**config.mk**
```make
export PLATFORM = sky130hd
export DESIGN_NAME = register_file_writer_flat
export DESIGN_NICKNAME = d
export VERILOG_FILES = /design/src/rtl/register_file_writer_pkg.sv /design/src/rtl/register_file_writer_if.sv /design/src/rtl/register_file_writer_write_decoder.sv /design/src/rtl/register_file_writer.sv /design/src/flat_wrapper.sv
export SDC_FILE = /design/constraint.sdc
export NUM_CORES = 1
export LEC_CHECK = 0
export CAP_MARGIN = 20
export CORE_UTILIZATION = 47
export DETAILED_ROUTE_END_ITERATION = 10
export GPL_ROUTABILITY_DRIVEN = 0
export HOLD_SLACK_MARGIN = 0.1
export PLACE_DENSITY_LB_ADDON = 0.25
export SYNTH_ARGS = -nofsm -noshare
export SYNTH_HDL_FRONTEND = slang
export SYNTH_SLANG_ARGS = --single-unit
```
**constraint.sdc**
```tcl
create_clock -name clk -period 11.85 [get_ports clk]
set_input_delay 2.37 -clock clk [delete_from_list [all_inputs] [get_ports clk]]
set_output_delay 2.37 -clock clk [all_outputs]
set_load 0.01 [all_outputs]
```
**src/rtl/register_file_writer_pkg.sv**
```systemverilog
// Shared types and constants for the 8-entry register file writer.
// Holds the default data width, register count and FSM state encoding.
package register_file_writer_pkg;

    localparam int DEFAULT_DATA_WIDTH = 32;
    localparam int NUM_REGS           = 8;
    localparam int ADDR_WIDTH         = 3;
    localparam int REM_WIDTH          = 4;

    // 2'b11 is unused and falls back to ST_IDLE in the next-state logic.
    typedef enum logic [1:0] {
        ST_IDLE  = 2'b00,
        ST_BURST = 2'b01,
        ST_DONE  = 2'b10
    } state_t;

    function automatic logic [REM_WIDTH-1:0] beats_from_len(input logic [ADDR_WIDTH-1:0] len);
        return (len == '0) ? REM_WIDTH'(NUM_REGS) : {1'b0, len};
    endfunction

endpackage

```
**src/rtl/register_file_writer_if.sv**
```systemverilog
// Bus bundle between a register file writer and whoever drives its writes.
// Burst handshake: a beat transfers on a rising clk edge where burst_valid and burst_ready are both high.
interface register_file_writer_if #(
    parameter int DATA_WIDTH = register_file_writer_pkg::DEFAULT_DATA_WIDTH
);
    logic                  we;
    logic [2:0]            wAddr;
    logic [DATA_WIDTH-1:0] wData;
    logic                  burst_start;
    logic [2:0]            burst_addr;
    logic [2:0]            burst_len;
    logic                  burst_valid;
    logic [DATA_WIDTH-1:0] burst_data;
    logic                  burst_ready;
    logic                  busy;
    logic                  done;
    logic [DATA_WIDTH-1:0] from_reg0;
    logic [DATA_WIDTH-1:0] from_reg1;
    logic [DATA_WIDTH-1:0] from_reg2;
    logic [DATA_WIDTH-1:0] from_reg3;
    logic [DATA_WIDTH-1:0] from_reg4;
    logic [DATA_WIDTH-1:0] from_reg5;
    logic [DATA_WIDTH-1:0] from_reg6;
    logic [DATA_WIDTH-1:0] from_reg7;
    register_file_writer_pkg::state_t dbg_state;

    modport master (
        output we, wAddr, wData, burst_start, burst_addr, burst_len, burst_valid, burst_data,
        input  burst_ready, busy, done,
        input  from_reg0, from_reg1, from_reg2, from_reg3,
        input  from_reg4, from_reg5, from_reg6, from_reg7,
        input  dbg_state
    );

    modport slave (
        input  we, wAddr, wData, burst_start, burst_addr, burst_len, burst_valid, burst_data,
        output burst_ready, busy, done,
        output from_reg0, from_reg1, from_reg2, from_reg3,
        output from_reg4, from_reg5, from_reg6, from_reg7,
        output dbg_state
    );

endinterface

```
**src/rtl/register_file_writer_write_decoder.sv**
```systemverilog
// 3-to-8 one-hot write-enable decoder shared by the single-write and burst paths.
module write_decoder (
    input  logic [2:0] i_addr,
    input  logic       i_en,
    output logic [7:0] o_we
);

    always_comb begin
        o_we = '0;
        if (i_en) begin
            o_we[i_addr] = 1'b1;
        end
    end

endmodule

```
**src/rtl/register_file_writer.sv**
```systemverilog
// Write side of the 8-entry register file: single-cycle writes in IDLE and an
// auto-incrementing, wrap-around burst load; all registers drive the read mux directly.
module register_file_writer
    import register_file_writer_pkg::*;
#(
    parameter int DATA_WIDTH = DEFAULT_DATA_WIDTH
) (
    input  logic                   clk,
    input  logic                   reset,
    register_file_writer_if.slave  bus
);

    state_t                  r_state;
    state_t                  w_next_state;
    logic [ADDR_WIDTH-1:0]   r_ptr;
    logic [REM_WIDTH-1:0]    r_rem;
    logic [DATA_WIDTH-1:0]   r_regs [NUM_REGS];

    logic                    w_wr_en;
    logic [ADDR_WIDTH-1:0]   w_wr_addr;
    logic [DATA_WIDTH-1:0]   w_wr_data;
    logic [NUM_REGS-1:0]     w_we_onehot;
    logic                    w_burst_latch;
    logic                    w_beat_accept;

    always_ff @(posedge clk or posedge reset) begin
        if (reset) begin
            r_state <= ST_IDLE;
        end else begin
            r_state <= w_next_state;
        end
    end

    // burst_start has priority over we in IDLE; the write mux follows the active path.
    always_comb begin
        w_next_state  = r_state;
        w_wr_en       = 1'b0;
        w_wr_addr     = bus.wAddr;
        w_wr_data     = bus.wData;
        w_burst_latch = 1'b0;
        w_beat_accept = 1'b0;
        case (r_state)
            ST_IDLE: begin
                if (bus.burst_start) begin
                    w_burst_latch = 1'b1;
                    w_next_state  = ST_BURST;
                end else if (bus.we) begin
                    w_wr_en = 1'b1;
                end
            end
            ST_BURST: begin
                w_wr_addr = r_ptr;
                w_wr_data = bus.burst_data;
                if (bus.burst_valid) begin
                    w_wr_en       = 1'b1;
                    w_beat_accept = 1'b1;
                    if (r_rem == REM_WIDTH'(1)) begin
                        w_next_state = ST_DONE;
                    end
                end
            end
            ST_DONE: begin
                w_next_state = ST_IDLE;
            end
            default: begin
                w_next_state = ST_IDLE;
            end
        endcase
    end

    // Status outputs depend on the state register alone.
    always_comb begin
        bus.burst_ready = 1'b0;
        bus.busy        = 1'b0;
        bus.done        = 1'b0;
        case (r_state)
            ST_BURST: begin
                bus.burst_ready = 1'b1;
                bus.busy        = 1'b1;
            end
            ST_DONE: begin
                bus.busy = 1'b1;
                bus.done = 1'b1;
            end
            default: begin
                bus.burst_ready = 1'b0;
            end
        endcase
    end

    always_ff @(posedge clk or posedge reset) begin
        if (reset) begin
            r_ptr <= '0;
            r_rem <= '0;
        end else if (w_burst_latch) begin
            r_ptr <= bus.burst_addr;
            r_rem <= beats_from_len(bus.burst_len);
        end else if (w_beat_accept) begin
            r_ptr <= r_ptr + ADDR_WIDTH'(1);
            r_rem <= r_rem - REM_WIDTH'(1);
        end
    end

    write_decoder u_write_decoder (
        .i_addr (w_wr_addr),
        .i_en   (w_wr_en),
        .o_we   (w_we_onehot)
    );

    always_ff @(posedge clk or posedge reset) begin
        if (reset) begin
            for (int i = 0; i < NUM_REGS; i++) begin
                r_regs[i] <= '0;
            end
        end else begin
            for (int i = 0; i < NUM_REGS; i++) begin
                if (w_we_onehot[i]) begin
                    r_regs[i] <= w_wr_data;
                end
            end
        end
    end

    assign bus.from_reg0 = r_regs[0];
    assign bus.from_reg1 = r_regs[1];
    assign bus.from_reg2 = r_regs[2];
    assign bus.from_reg3 = r_regs[3];
    assign bus.from_reg4 = r_regs[4];
    assign bus.from_reg5 = r_regs[5];
    assign bus.from_reg6 = r_regs[6];
    assign bus.from_reg7 = r_regs[7];
    assign bus.dbg_state = r_state;

endmodule

```
**src/flat_wrapper.sv**
```systemverilog
// flat-port wrapper written by rule: the top's interface ports become plain ports
module register_file_writer_flat import register_file_writer_pkg::*;
#(
    parameter int DATA_WIDTH = DEFAULT_DATA_WIDTH
)
  (clk, reset, bus_we, bus_wAddr, bus_wData, bus_burst_start, bus_burst_addr, bus_burst_len, bus_burst_valid, bus_burst_data, bus_burst_ready, bus_busy, bus_done, bus_from_reg0, bus_from_reg1, bus_from_reg2, bus_from_reg3, bus_from_reg4, bus_from_reg5, bus_from_reg6, bus_from_reg7, bus_dbg_state);
  register_file_writer_if #(.DATA_WIDTH(DATA_WIDTH)) bus_i ();
  input  logic clk;
  input  logic reset;
  input wire logic [$bits(bus_i.we)-1:0] bus_we;
  input wire logic [$bits(bus_i.wAddr)-1:0] bus_wAddr;
  input wire logic [$bits(bus_i.wData)-1:0] bus_wData;
  input wire logic [$bits(bus_i.burst_start)-1:0] bus_burst_start;
  input wire logic [$bits(bus_i.burst_addr)-1:0] bus_burst_addr;
  input wire logic [$bits(bus_i.burst_len)-1:0] bus_burst_len;
  input wire logic [$bits(bus_i.burst_valid)-1:0] bus_burst_valid;
  input wire logic [$bits(bus_i.burst_data)-1:0] bus_burst_data;
  output wire logic [$bits(bus_i.burst_ready)-1:0] bus_burst_ready;
  output wire logic [$bits(bus_i.busy)-1:0] bus_busy;
  output wire logic [$bits(bus_i.done)-1:0] bus_done;
  output wire logic [$bits(bus_i.from_reg0)-1:0] bus_from_reg0;
  output wire logic [$bits(bus_i.from_reg1)-1:0] bus_from_reg1;
  output wire logic [$bits(bus_i.from_reg2)-1:0] bus_from_reg2;
  output wire logic [$bits(bus_i.from_reg3)-1:0] bus_from_reg3;
  output wire logic [$bits(bus_i.from_reg4)-1:0] bus_from_reg4;
  output wire logic [$bits(bus_i.from_reg5)-1:0] bus_from_reg5;
  output wire logic [$bits(bus_i.from_reg6)-1:0] bus_from_reg6;
  output wire logic [$bits(bus_i.from_reg7)-1:0] bus_from_reg7;
  output wire logic [$bits(bus_i.dbg_state)-1:0] bus_dbg_state;
  assign bus_i.we = bus_we;
  assign bus_i.wAddr = bus_wAddr;
  assign bus_i.wData = bus_wData;
  assign bus_i.burst_start = bus_burst_start;
  assign bus_i.burst_addr = bus_burst_addr;
  assign bus_i.burst_len = bus_burst_len;
  assign bus_i.burst_valid = bus_burst_valid;
  assign bus_i.burst_data = bus_burst_data;
  assign bus_burst_ready = bus_i.burst_ready;
  assign bus_busy = bus_i.busy;
  assign bus_done = bus_i.done;
  assign bus_from_reg0 = bus_i.from_reg0;
  assign bus_from_reg1 = bus_i.from_reg1;
  assign bus_from_reg2 = bus_i.from_reg2;
  assign bus_from_reg3 = bus_i.from_reg3;
  assign bus_from_reg4 = bus_i.from_reg4;
  assign bus_from_reg5 = bus_i.from_reg5;
  assign bus_from_reg6 = bus_i.from_reg6;
  assign bus_from_reg7 = bus_i.from_reg7;
  assign bus_dbg_state = bus_i.dbg_state;
  register_file_writer #(.DATA_WIDTH(DATA_WIDTH)) u_core (.clk(clk), .reset(reset), .bus(bus_i));
endmodule
```
==> run metrics, run 1 <==
count of cell types in the netlist=38; total power=approximately 4.5 mW; Worst VDD drop=~0.18 mV; placed cells=around 1300; vias after detailed routing=6808; met3 Usage GRT=approximately 7%; H-tree levels=1; post_cts resized=0; Finished Layout Cells=about 1300; CTS buffer count=28; Slew @ Worst Pin=a little under 1 ns; Synth Warn #=0; CP arrival=between 5 and 6 ns; Nets=1088; WL/cell=approximately 21 µm; dpl hpwl=18990 µm; post-synthesis sequential area ratio=between 60% and 70%; CP Max Fanout=17; I/O pins=about 340; max cap viols=0; Worst Setup SP=bus_burst_valid; setup tns final=0 ns; Row Count=55; Worst setup EP type=register; Max Slew Vio Count=0; Max stage delay on crit path=approximately 0.94 ns; flop and latch count out of synthesis=about 270; f_max=214.0 MHz; Syn Nets=between 700 and 800; Setup violations, final=0; Post-CTS Hold Buffers=0; Pleak=around 6.7 nW; TritonCTS Sinks=~270; Initial Util=between 40% and 50%; Min Clock Period, post-route=about 4.7 ns; worst min path class=reg2reg; Routed Antenna Nets=0; grt met1 use=between 20% and 30%; die width=roughly 150 µm; critical setup path kind=in2reg; HP Start=u_core.bus.from_reg1[20]$_DFFE_PP0P_; first-pass detailed-route iteration total=4; Crit path required time=12.26 ns; fin crit share=39.43%; largest area contributor in the netlist=dfrtp_1; initial antenna violation count=0; Die Span Y=153.8 µm; area of the core=about 23000 µm²; RSZ-0062 raised after global routing=no; CTS Root Cell=clkbuf_16; Critical path buffers and inverters=2; slowest CP cell=a221oi_4; first-pass GRT wire length=43180 µm; GRT busiest layer=met2; die area=about 24000 µm²; total gr overflow=0; Cells after Synth=~650; Synth top area share=between 60% and 70%; Syn Area/Cell=~17 µm²; CTS clk-pin slew, worst paths=~0.06 ns; worst r2r src=u_core.bus.dbg_state[1]$_DFFE_PP0P_; insertion delay to the later sink of the worst-skew pair=0.53 ns; Routed WL=roughly 28000 µm; CTS tree=built; CP Launch Type=input pin; Final Skew=roughly 0.013 ns; DR iter-0 viols=around 180; Antenna diodes=0; CP cell instances=clkdlybuf4s50_1 > nand2_2 > a221oi_4 > buf_4 > mux2_2; Pwr per Cell Area=289.5 nW/µm²; Avg Vias per Cell=~5.2; Top delay family on crit path=buffers and inverters; share of post-route cells with drive strength above 1=32.75%; Synth area leaders=dfrtp_1 (61%), mux2_2 (27%), mux2_1 (3.4%); status=finished clean; largest net degree at the start of global routing=around 110; cell area after synthesis=10840 µm²; vias in the first global route=7220; GRT Total Usage=23.68%; Area Overhead vs Synth=42.25%; Port-buffer cells=around 340; final hold vios=0; GR Layer Usage met2=about two fifths; Slew HR=between 30 and 40%; Post CTS Setup Buffer Count=0; drc violations=0; Clock Tree Buf Depth=3
cell families after synthesis:
| kind of cell | count (synthesis) | synth area share (%) |
|---|---|---|
| xor gates and xnor gates | 4 | 0.3234 |
| muxes | 292 | 30.36 |
| adders and majority gates | 8 | 0.9238 |
| DFF | 265 | 61.20 |
| buffers and inverters | 38 | 2.933 |
| AOI/OAI and AO/OA | 22 | 2.714 |
| and+or+nand+nor | 24 | 1.547 |
cell usage in the layout (no fill, tap or decap), drive strengths merged:
master         netlist  layout
o21ai                5       5
or3b                 4       4
xor2                 3       3
dfrtp              265     265
o31ai                1       1
nand3b               4       4
mux2               290     290
nand2                7       7
clkinv               0       5
nor2                 1       1
a21o                 1       1
a311oi               1       1
o31a                 1       1
mux2i                2       2
clkdlybuf4s50        0     338
and2                 1       1
a211oi               1       1
or3                  2       2
a21oi                1       1
nand3                3       3
buf                 28      13
ha                   8       8
xnor2                1       1
clkbuf               4      40
clkinvlp             0       3
bufinv               0       3
o21a                 1       1
nor3                 1       1
a2bb2oi              1       1
nor2b                1       1
a221oi               9       9
inv                  6       6
sequential cells by signal, summed over array words and instances (netlist names), 32 cells and up:
signal and flops:
u_core.bus.from_reg4 32, u_core.bus.from_reg6 32, u_core.bus.from_reg0 32, u_core.bus.from_reg5 32
u_core.bus.from_reg2 32, u_core.bus.from_reg1 32, u_core.bus.from_reg7 32, u_core.bus.from_reg3 32
area by class of cell:
class                   count  area (µm²)
repair buffers            351        3521
clock buffers              40       837.1
inverters                   6       30.03
fillers                  1634        7227
flip-flops and latches    265        6631
clock inverters            11       137.6
multi-input cells         350        3900
well taps                 285       356.6
metrics by stage:
step	setup WS (ns)	instance area (µm²)	util, %	hold WS [ns]
detailed placement	6.570	14380	63.53	0.4737
finish	7.177	15410	68.08	0.4861
global route	7.016	15410	68.08	0.4966
floorplan	2.183	10840	-	0.5288
global placement	6.634	14380	63.53	0.4670
CTS	7.133	15360	67.84	0.4874
per-layer routing:
layer	up-vias	wire length [µm]
met1	3500	11240
li1	3044	-
met5	-	0
met2	236	13910
met4	0	399
met3	28	2142
synth_stat cells:
master,count
and2_0,1
inv_1,6
a21oi_1,1
or3b_4,3
or3_4,1
nand3b_1,3
xnor2_1,1
nand2_1,6
mux2i_2,1
o31ai_1,1
o21ai_0,5
a221oi_1,1
ha_1,8
o31a_1,1
a2bb2oi_1,1
dfrtp_1,265
a221oi_2,1
nand3b_4,1
clkbuf_1,4
a311oi_1,1
nor2b_1,1
a221oi_4,7
nor2_1,1
o21a_1,1
xor2_1,3
mux2_2,257
buf_6,20
nor3_1,1
buf_2,2
or3_1,1
a211oi_1,1
mux2i_1,1
or3b_2,1
buf_4,6
mux2_1,33
a21o_1,1
nand3_1,3
nand2_2,1
power breakdown:
| group | total (mW) | switching [mW] | leakage (nW) | internal, mW |
|---|---|---|---|---|
| registers | 1.58 | 0.235 | 3.27 | 1.34 |
| clock network | 0.903 | 0.348 | 0.475 | 0.555 |
| logic | 1.98 | 0.817 | 2.91 | 1.17 |
worst reg2reg max path: cells and delay by family, from the launching register on:
kind	cells	cell delay, ns
buf+inv	3	1.10
mux	1	0.37
fa+ha+maj	1	0.20
flops	1	0.41
compound gates	1	0.82
simple gates	1	0.51
path summary, 6_finish.rpt:
check / to / slack (ns) / cells after the start
min in group asynchronous: u_core.bus.from_reg4[21]$_DFFE_PP0P_ / 2.38 / 2
worst min register to register: u_core.bus.from_reg1[20]$_DFFE_PP0P_ / 0.49 / 1
worst max register to register: u_core.bus.from_reg1[9]$_DFFE_PP0P_ / 8.32 / 7
max in group asynchronous: u_core.bus.from_reg6[31]$_DFFE_PP0P_ / 8.35 / 4
worst max-delay path: u_core.bus.from_reg2[23]$_DFFE_PP0P_ / 7.18 / 5
worst min-delay path: u_core.bus.from_reg1[20]$_DFFE_PP0P_ / 0.49 / 1
Note: power is estimated with default switching activity, not from simulation.
==> inputs of run 2 (changes only) <==
clock period = 4.6 ns   (was 11.85 ns; I/O delays follow)
==> run 2 against run 1 <==
Register-to-register slack lost 6.8 ns. Hold slack got worse by 0.0039 ns. Clock skew barely moved. Flip-flop and latch count is the same. Clock-buffer cell count fell by 2. Critical endpoint is now bus_burst_ready.
==> run metrics, run 2 (same netlist as run 1, synthesis figures left out) <==
sw power=around 3.6 mW; TritonCTS Sinks=about 270; I/O pins=about 340; area of the multi-input gates=~4000 µm²; first-pass detailed-route iteration total=4; Routed Antenna Nets=0; R2R setup slack=between 1.5 and 2 ns; Finished Layout Cells=1316; drc violations=0; die area=23670 µm²; Post CTS Setup Buffer Count=0; Initial Util=a little under half; Slew @ Worst Pin=approximately 0.9 ns; Row Count=55; Setup violations, final=0; worst min path class=reg2reg; final hold vios=0; dpl hpwl=between 15000 and 20000 µm; Port-buffer cells=around 340; Final Skew=0.01319 ns; most frequent cells in the layout=clkdlybuf4s50_1 (338), dfrtp_1 (265), mux2_2 (257); CTS buffer count=28; Seq. cell area=about 6600 µm²; Area Overhead vs Synth=42.72%; vias after detailed routing=6868; Antenna diodes=0; Avg Vias per Cell=5.219; Switching Share=31.33%; Worst VDD drop=0.4176 mV; Post-CTS Hold Buffers=0; WHS Endpoint=u_core.bus.from_reg1[7]$_DFFE_PP0P_; Worst setup EP type=output pin; Sequential Power Share=a little over a third; CP Launch Type=register; Clock Tree Buf Depth=3; WL/cell=between 20 and 25 µm; first-pass GRT wire length=about 44000 µm; HP Start=u_core.bus.from_reg1[7]$_DFFE_PP0P_; Routed WL=about 28000 µm; RSZ-0062 raised after global routing=no; area of the core=about 23000 µm²; commonest non-fill, non-tap cell in the layout=clkdlybuf4s50_1; largest net degree at the start of global routing=between 90 and 100; fin crit share=between 70% and 80%; H-tree levels=1; share of post-route cells with drive strength above 1=33.27%; initial antenna violation count=0; total gr overflow=0; insertion delay to the later sink of the worst-skew pair=0.52 ns; placed cell area=14490 µm²; vias in the first global route=roughly 7300; Hold Crit Depth=1; CTS tree=built; placed cells=1264; Pleak=about 6.7 nW; status=finished clean; r2r worst-path depth=7; worst r2r dst=u_core.bus.from_reg2[22]$_DFFE_PP0P_; post_cts resized=0; setup tns final=0 ns; critical setup path kind=reg2out; Nets=between 1000 and 1500; CP arrival=~2.8 ns; Min Clock Period, post-route=between 3 and 4 ns; Die Span Y=153.8 µm; CTS Root Cell=clkbuf_16; internal power component=slightly below 8 mW; Slew HR=39.35%; GRT Total Usage=24.00%; CP Max Fanout=24; Filler Cell Count=1651; Max Slew Vio Count=0; CTS clk-pin slew, worst paths=approximately 0.06 ns; Crit path required time=approximately 3.7 ns; Pwr per Cell Area=~750 nW/µm²; Logic pwr share=44.5%; DR iter-0 viols=between 150 and 200; finished layout cell area=about 15000 µm²; worst r2r src=u_core.bus.dbg_state[1]$_DFFE_PP0P_; max cap viols=0; f_max=272.7 MHz; clock share of power=approximately 20%; die width=about 150 µm; Min Hold Slack=slightly below 0.5 ns
run 2: cell types whose count changed in the layout (fill, tap and decap cells not counted):
cell	change
clkbuf_8	-2
bufinv_16	+1
buf_16	-2
inv_8	-1
buf_12	+3
clkinv_2	+5
clkinvlp_4	-2
buf_4	+6
run 2: metrics by stage:
step,setup WS (ns),util (%),total power [mW]
CTS,0.8716,68.31,11.66
floorplan,0.1825,-,6.325
finish,0.9328,68.31,11.54
detailed placement,1.229,63.98,9.257
global placement,1.301,63.98,9.138
global route,0.7621,68.31,12.14
run 2: worst max path at each step:
stage / slack [ns] / to / startpoint / cells past startpoint
after global routing: 0.76 / bus_burst_ready / u_core.bus.dbg_state[1]$_DFFE_PP0P_ / 4
after floorplan: 0.18 / u_core.bus.dbg_state[0]$_DFFE_PP0P_ / reset / 1
after global placement: 1.30 / u_core.bus.from_reg2[12]$_DFFE_PP0P_ / bus_burst_valid / 5
after detailed placement: 1.23 / u_core.bus.from_reg2[25]$_DFFE_PP0P_ / bus_burst_valid / 5
final: 0.93 / bus_burst_ready / u_core.bus.dbg_state[1]$_DFFE_PP0P_ / 4
after CTS: 0.87 / bus_burst_ready / u_core.bus.dbg_state[1]$_DFFE_PP0P_ / 4
run 2: cell type report:
type	instances	share of cell area, %
flip-flops and latches	265	42.88
well taps	285	2.306
clock buffers	38	5.235
inverters	6	0.1699
multi-input cells	350	25.22
repair buffers	358	23.09
clock inverters	14	1.100
run 2: per-layer routing:
metal  share of wire [%]  vias to the layer above  GRT usage, %
li1                    -                     3052             -
met3                 7.7                       52         6.708
met4                 3.0                        0         7.714
met2                  49                      265         40.97
met1                  40                     3499         29.44
met5                   0                        -             0
run 2: worst max-delay path, stage by stage, from the launching register on:
cell             delay (ns)
dfrtp_1                0.42
inv_1                  0.14
ha_2                   0.62
buf_4                  0.43
clkdlybuf4s50_1        0.61
run 2: power by group through the flow:
stage	Sequential, mW	Combinational, mW	Clock, mW
6_report	4.05	5.14	2.35
5_1_grt	4.20	5.43	2.50
4_1_cts	4.06	5.20	2.40
3_5_place_dp	4.08	5.18	0
3_3_place_gp	4.03	5.11	0
2_1_floorplan	4.54	1.78	0
